File: src/rtl/aes_shiftrows_colser.sv
`default_nettype none
// ============================================================================
//  Module   : aes_shiftrows_colser
//  Brief    : AES-128 ShiftRows stage that buffers one post-SubBytes state and
//             serialises the shifted result as four 32-bit columns for the
//             downstream MixColumns column unit. Carries the last-round flag.
//  Revision : 1.0 - initial release
// ============================================================================
module aes_shiftrows_colser #(
    parameter int NCOL = 4      // columns per state; only 4 (AES-128) is supported
) (
    input  logic          clk,
    input  logic          rst,
    input  logic          in_valid,
    output logic          in_ready,
    input  logic [127:0]  in_state,
    input  logic          in_last,
    output logic          col_valid,
    input  logic          col_ready,
    output logic [31:0]   col_data,
    output logic [1:0]    col_idx,
    output logic          col_lastrnd,
    output logic          col_eos
);

    // Index of the final column of a state; its accept ends the state.
    localparam logic [1:0] c_LAST_IDX = 2'(NCOL - 1);

    typedef enum logic [0:0] {
        S_IDLE = 1'b0,
        S_EMIT = 1'b1
    } state_t;

    state_t         r_state_q, w_state_d;
    logic [127:0]   r_buf_q,   w_buf_d;
    logic           r_last_q,  w_last_d;
    logic [1:0]     r_idx_q,   w_idx_d;

    logic           w_in_acc;
    logic           w_col_acc;
    logic           w_idx_last;
    logic [31:0]    w_cols [NCOL];

    // ShiftRows on the stored state: output column c, row r takes the byte
    // from input column (c + r) mod 4 of the same row. Byte k of the state
    // sits at bits [127-8k -: 8] with row = k % 4, column = k / 4.
    genvar gc, gr;
    generate
        for (gc = 0; gc < NCOL; gc++) begin : g_col
            for (gr = 0; gr < 4; gr++) begin : g_row
                assign w_cols[gc][31-8*gr -: 8] =
                    r_buf_q[127-8*(4*((gc+gr)%NCOL)+gr) -: 8];
            end
        end
    endgenerate

    assign w_idx_last = (r_idx_q == c_LAST_IDX);

    // Ready is combinational on col_ready so a new state can be taken in the
    // same cycle the final column leaves, giving 4 cycles per block.
    assign in_ready  = (r_state_q == S_IDLE) |
                       ((r_state_q == S_EMIT) & w_idx_last & col_ready);
    assign w_in_acc  = in_valid & in_ready;
    assign w_col_acc = col_valid & col_ready;

    assign col_valid   = (r_state_q == S_EMIT);
    assign col_idx     = r_idx_q;
    assign col_lastrnd = r_last_q;
    assign col_eos     = col_valid & w_idx_last;
    assign col_data    = w_cols[r_idx_q];

    // Next-state logic: load the buffer on input accept, step the column
    // index on column accept, reload without a bubble on the final column.
    always_comb begin
        w_state_d = r_state_q;
        w_buf_d   = r_buf_q;
        w_last_d  = r_last_q;
        w_idx_d   = r_idx_q;
        case (r_state_q)
            S_IDLE: begin
                if (w_in_acc) begin
                    w_buf_d   = in_state;
                    w_last_d  = in_last;
                    w_idx_d   = 2'd0;
                    w_state_d = S_EMIT;
                end
            end
            S_EMIT: begin
                if (w_col_acc) begin
                    if (!w_idx_last) begin
                        w_idx_d = r_idx_q + 2'd1;
                    end else begin
                        w_idx_d = 2'd0;
                        if (w_in_acc) begin
                            w_buf_d  = in_state;
                            w_last_d = in_last;
                        end else begin
                            w_state_d = S_IDLE;
                        end
                    end
                end
            end
            default: begin
                w_state_d = S_IDLE;
                w_idx_d   = 2'd0;
            end
        endcase
    end

    // State registers; reset clears the buffer so idle output is never X.
    always_ff @(posedge clk or posedge rst) begin
        if (rst) begin
            r_state_q <= S_IDLE;
            r_buf_q   <= '0;
            r_last_q  <= 1'b0;
            r_idx_q   <= 2'd0;
        end else begin
            r_state_q <= w_state_d;
            r_buf_q   <= w_buf_d;
            r_last_q  <= w_last_d;
            r_idx_q   <= w_idx_d;
        end
    end

endmodule
`default_nettype wire

File: config.mk
export PLATFORM = sky130hd
export DESIGN_NAME = aes_shiftrows_colser
export DESIGN_NICKNAME = d
export VERILOG_FILES = /design/src/rtl/aes_shiftrows_colser.sv
export SDC_FILE = /design/constraint.sdc
export NUM_CORES = 1
export LEC_CHECK = 0
export CORE_MARGIN = 2
export CORE_UTILIZATION = 53
export DETAILED_ROUTE_END_ITERATION = 16
export PLACE_DENSITY = 0.85
export SETUP_SLACK_MARGIN = 0.2
export SLEW_MARGIN = 30
export SYNTH_ARGS = -nofsm -noshare
export SYNTH_HDL_FRONTEND = slang
export SYNTH_SLANG_ARGS = --single-unit
File: constraint.sdc
create_clock -name clk -period 11.2 [get_ports clk]
set_input_delay 3.36 -clock clk [delete_from_list [all_inputs] [get_ports clk]]
set_output_delay 3.36 -clock clk [all_outputs]
set_load 0.005 [all_outputs]
After elaboration in Yosys (flattened, before gate mapping)
Cells that the tools add are included. W data, S select, Z words.

Bits in registers: 132.

Bitwise logic cells: 7. Reduce and logical (&&, ||, !) cells: 2. Add/sub/neg operators: 1. $lt $le $gt $ge: 1. Multiplexer cells: 19. Equality and inequality tests: 4.

Operators by type and width (number): $mux W128 (3); $pmux W128 S2 (1); $bmux W32 S2 (1); $mux W32 (2); $mux W1 (6); $mux W2 (3); $and A1 B1 Y1 (4); $ne A2 B1 Y1 const B (2); $pmux W1 S2 (2); $pmux W2 S2 (1); $reduce_and A2 Y1 (2); $ge A3 B3 Y1 const B (1); $not A2 Y3 (1); $add A2 B1 Y2 const B (1); $eq A2 B2 Y1 const B (1); $ne A2 B2 Y1 const B (1); $not A1 Y1 (1); $or A1 B1 Y1 (1).

Depth between registers and ports, before layout
Gate-level depths: netlist of the first run.

Depth in word-level cells: 9. Mapped depth: 5.

Worst setup path after synthesis of the first run
Ideal clock, no wire load.

Path kind: input to output. Start: input port col_ready. End: output port in_ready. Cell stages on the path: 4. Path buffers: 2. Data required time: 7840 ps. Data arrival time: 3886 ps. Setup slack: 3954 ps. Cell sequence: a21boi_2 -> buf_4 -> buf_4 -> inv_1.

Longest elaborated chain between the ends: 2.

RTL lines: from (decl) (RTL line 19) `input logic col_ready,`; $and A1 B1 Y1 (RTL line 62) `((r_state_q == S_EMIT) & w_idx_last & col_ready);`; $or A1 B1 Y1 (RTL line 61) `assign in_ready = (r_state_q == S_IDLE) |`; to (decl) (RTL line 15) `output logic in_ready,`.

Every way passes these cells.

Worst setup path after layout of the first run
Ends and elaborated chain as after synthesis.

==> impl_metrics.sql, run 1 <==
INSERT INTO impl_metrics (metric_group, metric, value, unit) VALUES
('status', 'status', 'completed', ''),
('yosys', 'synthTopCellsByCount', 'sky130_fd_sc_hd__dfrtp_1 (132), sky130_fd_sc_hd__inv_1 (131), sky130_fd_sc_hd__nand2_1 (130)', ''),
('global_routing', 'grtUsageTotal', '25.8', '%'),
('floorplan', 'design.portCount', '171', ''),
('yosys', 'postSynth.topFlopCell', 'sky130_fd_sc_hd__dfrtp_1', ''),
('yosys', 'synth_warnings', '0', ''),
('worst_setup_path', 'worstSetupEndpointType', 'primary output', ''),
('yosys', 'synth-edff-count', '0', ''),
('floorplan', 'overall_die_area', '13600', 'um^2'),
('clocking', 'ctsHtreeMaxLevel', '4', ''),
('placed_design', 'post-place-ws', '3.23', 'ns'),
('flow_run', 'cap_viol_max_count', '0', ''),
('yosys', 'synth_seq_area_share', '49.0', '%'),
('power', 'power_frac_comb', '41.8', '%'),
('yosys', 'synth_largest_type_area_fraction', '49.0', '%'),
('clocking', 'clock_insertion_delay_worst_skew', '0.41', 'ns'),
('timing', 'final.hold.worst_slack', '0.544', 'ns'),
('timing', 'finalMaxSlewViolations', '0', ''),
('clocking', 'cts_root_buffer', 'sky130_fd_sc_hd__clkbuf_16', ''),
('power', 'vdd_drop_max', '0.000123', 'V'),
('yosys', 'syn_area_per_cell', '10.7', 'um^2'),
('global_routing', 'grt_max_degree', '87', ''),
('global_routing', 'grt_antenna_before_repair', '0', ''),
('timing', 'setup_viol', '0', ''),
('timing', 'post-route-min-period', '7.97', 'ns'),
('clocking', 'numClockSinks', '132', ''),
('yosys', 'synth_cell_types', '20', ''),
('clocking', 'cts_tree', 'built', ''),
('finish', 'fraction_of_layout_instances_using_a_drive_strength_above_1', '11.4', '%'),
('timing', 'post-route-worst-setup-slack', '3.23', 'ns'),
('yosys', 'cell_with_the_most_instances_after_synthesis', 'sky130_fd_sc_hd__dfrtp_1', ''),
('floorplan', 'die_y', '117', 'um'),
('detailed_routing', 'route.vias.total', '5440', ''),
('floorplan', 'starting_density_of_the_core', '53.8', '%'),
('placed_design', 'dp_hpwl', '10500', 'um'),
('global_routing', 'grt-ovfl-total', '0', ''),
('clocking', 'cts-hold-fix-buffers', '0', ''),
('floorplan', 'core_region_area', '12500', 'um^2'),
('worst_setup_path', 'arrival', '4.61', 'ns'),
('timing', 'finClkSkew', '0.00553', 'ns'),
('global_routing', 'wire_length_of_the_first_global_routing_pass', '27000', 'um'),
('finish', 'area.growth.synth_to_final', '32.0', '%'),
('yosys', 'netlist_area', '6740', 'um^2'),
('yosys', 'ys_seq_elements', '132', ''),
('detailed_routing', 'route.detailed.wl_per_inst', '17.7', 'um'),
('placed_design', 'io_buffers', '170', ''),
('detailed_routing', 'detailedRoute.firstIterationViolations', '598', ''),
('detailed_routing', 'detail_route.drc_violations', '0', ''),
('power', 'net-switching-power', '0.736', 'mW'),
('timing', 'timing.final.crit_share', '71.2', '%'),
('timing', 'timing.fmax', '125', 'MHz'),
('timing', 'finalSetupTns', '0', 'ns'),
('power', 'seq_power_share', '36.0', '%'),
('finish', 'insertedDiodeCount', '0', ''),
('power', 'sum_of_internal_switching_and_leakage_power', '2.42', 'mW'),
('detailed_routing', 'ant_nets', '0', ''),
('timing', 'tightest_slew', '0.933', 'ns'),
('clocking', 'tritoncts.num_buffers', '17', ''),
('yosys', 'synth.top_cells.by_area', 'sky130_fd_sc_hd__dfrtp_1 (49%), sky130_fd_sc_hd__o32ai_1 (15%), sky130_fd_sc_hd__mux4_2 (11%)', ''),
('finish', 'finish.utilization', '71.1', '%'),
('floorplan', 'die-width', '117', 'um'),
('worst_setup_path', 'worst-path-max-fanout', '5', ''),
('power', 'leakage', '3.89', 'nW'),
('power', 'switching_share', '30.4', '%'),
('clocking', 'clock_tree.buffer_depth', '2', ''),
('detailed_routing', 'wl', '16800', 'um'),
('worst_setup_path', 'setup.worst_path.start_class', 'input port', ''),
('yosys', 'net_count_synth', '764', ''),
('clocking', 'worst_setup_hold_path_clk_slew', '0.05', 'ns'),
('worst_setup_path', 'criticalPathCategory', 'input port to primary output', ''),
('yosys', 'synthesized_netlist_cell_count', '630', '');
## power by group through the flow
| stage | Clock [mW] | Combinational (mW) | Sequential (mW) |
|---|---|---|---|
| global placement | 0 | 0.980 | 0.851 |
| finish | 0.539 | 1.01 | 0.871 |
| CTS | 0.545 | 1.02 | 0.868 |
| global route | 0.567 | 1.10 | 0.901 |
| floorplan | 0 | 0.684 | 0.799 |
| detailed placement | 0 | 1.01 | 0.875 |
## cells by family (layout without fill, tap and decap cells)
| family | count (synthesis) | count (layout) | synth area share, % |
|---|---|---|---|
| fa+ha+maj | 1 | 1 | 0.186 |
| simple gates | 137 | 137 | 8.13 |
| compound gates | 132 | 132 | 18.3 |
| flops | 132 | 132 | 49.0 |
| buf+inv | 196 | 341 | 13.7 |
| mux | 32 | 32 | 10.7 |
## per-layer routing
metal  up-vias  wire [um]  part of all wire, %  GRT usage [%]
met5         -          0                    0              0
met4         0        474                  2.8           12.9
met3        32        864                  5.1           4.67
met2       189       8630                   51           42.2
met1      2729       6840                   41           33.3
li1       2490          -                    -              -
## final timing paths
path | from | end | slack, ns | depth (start not counted)
min reg2reg | r_buf_q[125] | r_buf_q[125] | 0.54 | 2
max in group asynchronous | rst | r_buf_q[61] | 6.57 | 4
min | r_buf_q[125] | r_buf_q[125] | 0.54 | 2
max | col_ready | in_ready | 3.23 | 4
min in group asynchronous | rst | r_buf_q[88] | 3.43 | 2
max reg2reg | col_idx[0] | r_buf_q[47] | 7.95 | 5
## sequential cells by signal (all words and copies together), names as in the netlist
signal       flops
col_valid        1
col_idx          2
r_buf_q        128
col_lastrnd      1
## critical path, cell delays in order
cell	delay (ns)
sky130_fd_sc_hd__clkdlybuf4s50_1	0.59
sky130_fd_sc_hd__a21boi_4	0.08
sky130_fd_sc_hd__inv_1	0.07
sky130_fd_sc_hd__clkdlybuf4s50_1	0.52
## placed cells by master (no fill, tap or decap), drive strengths merged, types with 2 or more instances in the layout
master | netlist | routed
clkdlybuf4s50 | 0 | 169
dfrtp | 132 | 132
inv | 131 | 131
nand2 | 130 | 130
o32ai | 129 | 129
mux4 | 32 | 32
clkbuf | 13 | 28
buf | 52 | 10
a31o | 2 | 2
clkinv | 0 | 2
and3 | 2 | 2
## stage by stage
stage | cells | area [um^2]
after detailed placement | 915 | 8300
after CTS | 946 | 8870
after global routing | 947 | 8900
final | 947 | 8900
after global placement | 915 | 8300
after floorplan | 630 | 6740
## cell type report
class                      count  area [um^2]  area share, %
clock buffer                  28          537           6.03
clock inverter                 3         40.0          0.450
inverter                     131          494           5.56
multi-input combinational    302         2520           28.4
sequential                   132         3310           37.2
tap                          172          215           2.42
timing repair buffer         179         1780           20.0
(Power assumes the default switching activity.)
==> run 2: changes to the inputs <==
--- a/config.mk
+++ b/config.mk
@@ -6,9 +6,9 @@
 export NUM_CORES = 1
 export LEC_CHECK = 0
 export CORE_MARGIN = 2
-export CORE_UTILIZATION = 53
+export CORE_UTILIZATION = 45
 export DETAILED_ROUTE_END_ITERATION = 16
-export PLACE_DENSITY = 0.85
+export PLACE_DENSITY = 0.77
 export SETUP_SLACK_MARGIN = 0.2
 export SLEW_MARGIN = 30
 export SYNTH_ARGS = -nofsm -noshare
==> constraint.sdc (replaced) <==
create_clock -name clk -period 7.15 [get_ports clk]
set_input_delay 2.145 -clock clk [delete_from_list [all_inputs] [get_ports clk]]
set_output_delay 2.145 -clock clk [all_outputs]
set_load 0.005 [all_outputs]
==> impl_metrics.sql, run 2 (synthesis results as in run 1) <==
INSERT INTO impl_metrics (metric_group, metric, value, unit) VALUES
('worst_setup_path', 'critPathLaunch', 'col_ready', ''),
('floorplan', 'die-width', '126', 'um'),
('finish', 'most_common_cell_after_layout_fill_and_taps_aside', 'sky130_fd_sc_hd__clkdlybuf4s50_1', ''),
('timing', 'unrepaired_setup_endpoints_after_global_routing', 'false', ''),
('detailed_routing', 'wl', '17100', 'um'),
('timing', 'tightest_slew', '0.918', 'ns'),
('timing', 'timing.final.crit_share', '77.6', '%'),
('clocking', 'cts_root_buffer', 'sky130_fd_sc_hd__clkbuf_16', ''),
('global_routing', 'grt_max_degree', '96', ''),
('placed_design', 'final_wtd_congestion', '0.768', ''),
('finish', 'largest_register', 'r_buf_q', ''),
('worst_setup_path', 'setup.worst_path.start_class', 'input port', ''),
('detailed_routing', 'route.vias.total', '5395', ''),
('power', 'vdd_drop_max', '0.000186', 'V'),
('clocking', 'cts_tree', 'built', ''),
('clocking', 'cts-hold-fix-buffers', '0', ''),
('finish', 'largest_reg_flops', '128', ''),
('flow_run', 'cap_viol_max_count', '0', ''),
('timing', 'setup_viol', '0', ''),
('floorplan', 'overall_die_area', '16000', 'um^2'),
('worst_setup_path', 'worstSetupEndpointType', 'primary output', ''),
('global_routing', 'wire_length_of_the_first_global_routing_pass', '27600', 'um'),
('clocking', 'worst_setup_hold_path_clk_slew', '0.05', 'ns'),
('timing', 'finalSetupTns', '0', 'ns'),
('floorplan', 'fp-row-count', '44', ''),
('placed_design', 'io_buffers', '170', ''),
('clocking', 'clock_insertion_delay_worst_skew', '0.41', 'ns'),
('floorplan', 'starting_density_of_the_core', '46.2', '%'),
('finish', 'layout.filler_cells', '1168', ''),
('worst_setup_path', 'arrival', '3.40', 'ns'),
('timing', 'relative_max_transition_margin', '38.8', '%'),
('worst_setup_path', 'crit_required', '5.01', 'ns'),
('min_path', 'hold_path.class', 'flop to flop', ''),
('floorplan', 'design.portCount', '171', ''),
('detailed_routing', 'avgViaCountPerCell', '5.63', ''),
('finish', 'area_taken_by_multi_input_logic_gates', '2520', 'um^2'),
('global_routing', 'number_of_global_route_vias_before_repair', '5401', ''),
('worst_setup_path', 'criticalPathCategory', 'input port to primary output', ''),
('finish', 'fraction_of_layout_instances_using_a_drive_strength_above_1', '11.7', '%'),
('worst_setup_path', 'critical_path.reg2reg.startpoint', 'col_idx[0]', ''),
('placed_design', 'placedInstanceArea', '8320', 'um^2'),
('detailed_routing', 'route.detailed.wl_per_inst', '17.9', 'um'),
('detailed_routing', 'detail_route.first_pass.iterations', '5', ''),
('detailed_routing', 'detail_route.drc_violations', '0', ''),
('status', 'status', 'completed', ''),
('clocking', 'post_cts_buffers', '0', ''),
('placed_design', 'dp_hpwl', '10800', 'um'),
('finish', 'final_cell_mix', 'sky130_fd_sc_hd__clkdlybuf4s50_1 (169), sky130_fd_sc_hd__inv_1 (130), sky130_fd_sc_hd__nand2_1 (130), sky130_fd_sc_hd__dfrtp_1 (130), sky130_fd_sc_hd__o32ai_1 (119)', ''),
('global_routing', 'grt_antenna_before_repair', '0', ''),
('timing', 'finalMaxSlewViolations', '0', ''),
('finish', 'area.growth.synth_to_final', '33.1', '%'),
('finish', 'ff_latch_area', '3310', 'um^2'),
('clocking', 'ctsHtreeMaxLevel', '4', ''),
('worst_setup_path', 'worst-path-max-fanout', '5', ''),
('detailed_routing', 'detailedRoute.firstIterationViolations', '495', ''),
('power', 'leakage', '3.92', 'nW'),
('worst_setup_path', 'worst_setup_path_endpoint', 'in_ready', ''),
('floorplan', 'die_y', '126', 'um'),
('finish', 'total_number_of_nets_in_the_final_design', '897', ''),
('clocking', 'numClockSinks', '132', ''),
('global_routing', 'grt-ovfl-total', '0', ''),
('clocking', 'clock_tree.buffer_depth', '2', ''),
('floorplan', 'core_region_area', '14600', 'um^2'),
('finish', 'insertedDiodeCount', '0', ''),
('worst_setup_path', 'rr_worst_depth', '5', ''),
('timing', 'timing.fmax', '180', 'MHz'),
('timing', 'finClkSkew', '0.00557', 'ns'),
('timing', 'finalHoldViolations', '0', ''),
('worst_setup_path', 'r2r_end', 'r_buf_q[106]', ''),
('clocking', 'tritoncts.num_buffers', '17', ''),
('global_routing', 'grtUsageTotal', '21.8', '%'),
('finish', 'design_area', '8970', 'um^2'),
('detailed_routing', 'ant_nets', '0', ''),
('power', 'pwr_density', '435', 'nW/um^2'),
('clocking', 'cts-resized-gates', '0', ''),
('worst_setup_path', 'r2r_setup_slack', '3.78', 'ns'),
('timing', 'post-route-min-period', '5.55', 'ns');
-- run 2: area by class of cell --
type / instances / area share (%)
clock buffers: 21 / 5.24
clock inverters: 10 / 1.98
inverters: 131 / 5.51
multi-input cells: 302 / 28.1
flip-flops and latches: 132 / 36.9
well taps: 184 / 2.57
repair buffers: 179 / 19.7
-- run 2: metrics by stage --
stage / hold slack, ns / instances / utilization (%) / setup WS (ns) / power (mW)
final: 0.543 / 959 / 61.5 / 1.60 / 3.90
after global routing: 0.559 / 959 / 61.5 / 1.56 / 4.12
after CTS: 0.543 / 959 / 61.5 / 1.59 / 3.93
after detailed placement: 0.535 / 928 / 57.0 / 1.60 / 2.96
after global placement: 0.527 / 928 / 57.0 / 1.60 / 2.88
after floorplan: 0.516 / 630 / - / 1.48 / 2.32
-- run 2: how the worst min path moves through the flow --
stage / from / endpoint / slack, ns / cells past startpoint
after CTS: r_buf_q[34] / r_buf_q[34] / 0.54 / 2
after global routing: r_buf_q[84] / r_buf_q[84] / 0.56 / 2
after floorplan: r_buf_q[32] / r_buf_q[32] / 0.52 / 2
after detailed placement: r_buf_q[34] / r_buf_q[34] / 0.53 / 2
final: r_buf_q[34] / r_buf_q[34] / 0.54 / 2
after global placement: r_buf_q[39] / r_buf_q[39] / 0.53 / 2
-- run 2: layer usage --
metal | share of wire [%] | global-route usage [%] | up-vias
li1 | - | - | 2484
met1 | 44 | 30.0 | 2679
met2 | 49 | 34.4 | 207
met3 | 5.9 | 4.85 | 25
met4 | 1.6 | 7.18 | 0
met5 | 0 | 0 | -
-- run 2: power breakdown --
part,leakage (nW),switching (mW),internal (mW)
Clock,0.319,0.310,0.642
Sequential,1.61,0.263,1.12
Combinational,1.99,0.586,0.979
-- run 2: worst max-delay path: stages --
cell	delay (ns)
sky130_fd_sc_hd__clkdlybuf4s50_1	0.58
sky130_fd_sc_hd__a21boi_4	0.09
sky130_fd_sc_hd__inv_1	0.06
sky130_fd_sc_hd__clkdlybuf4s50_1	0.53
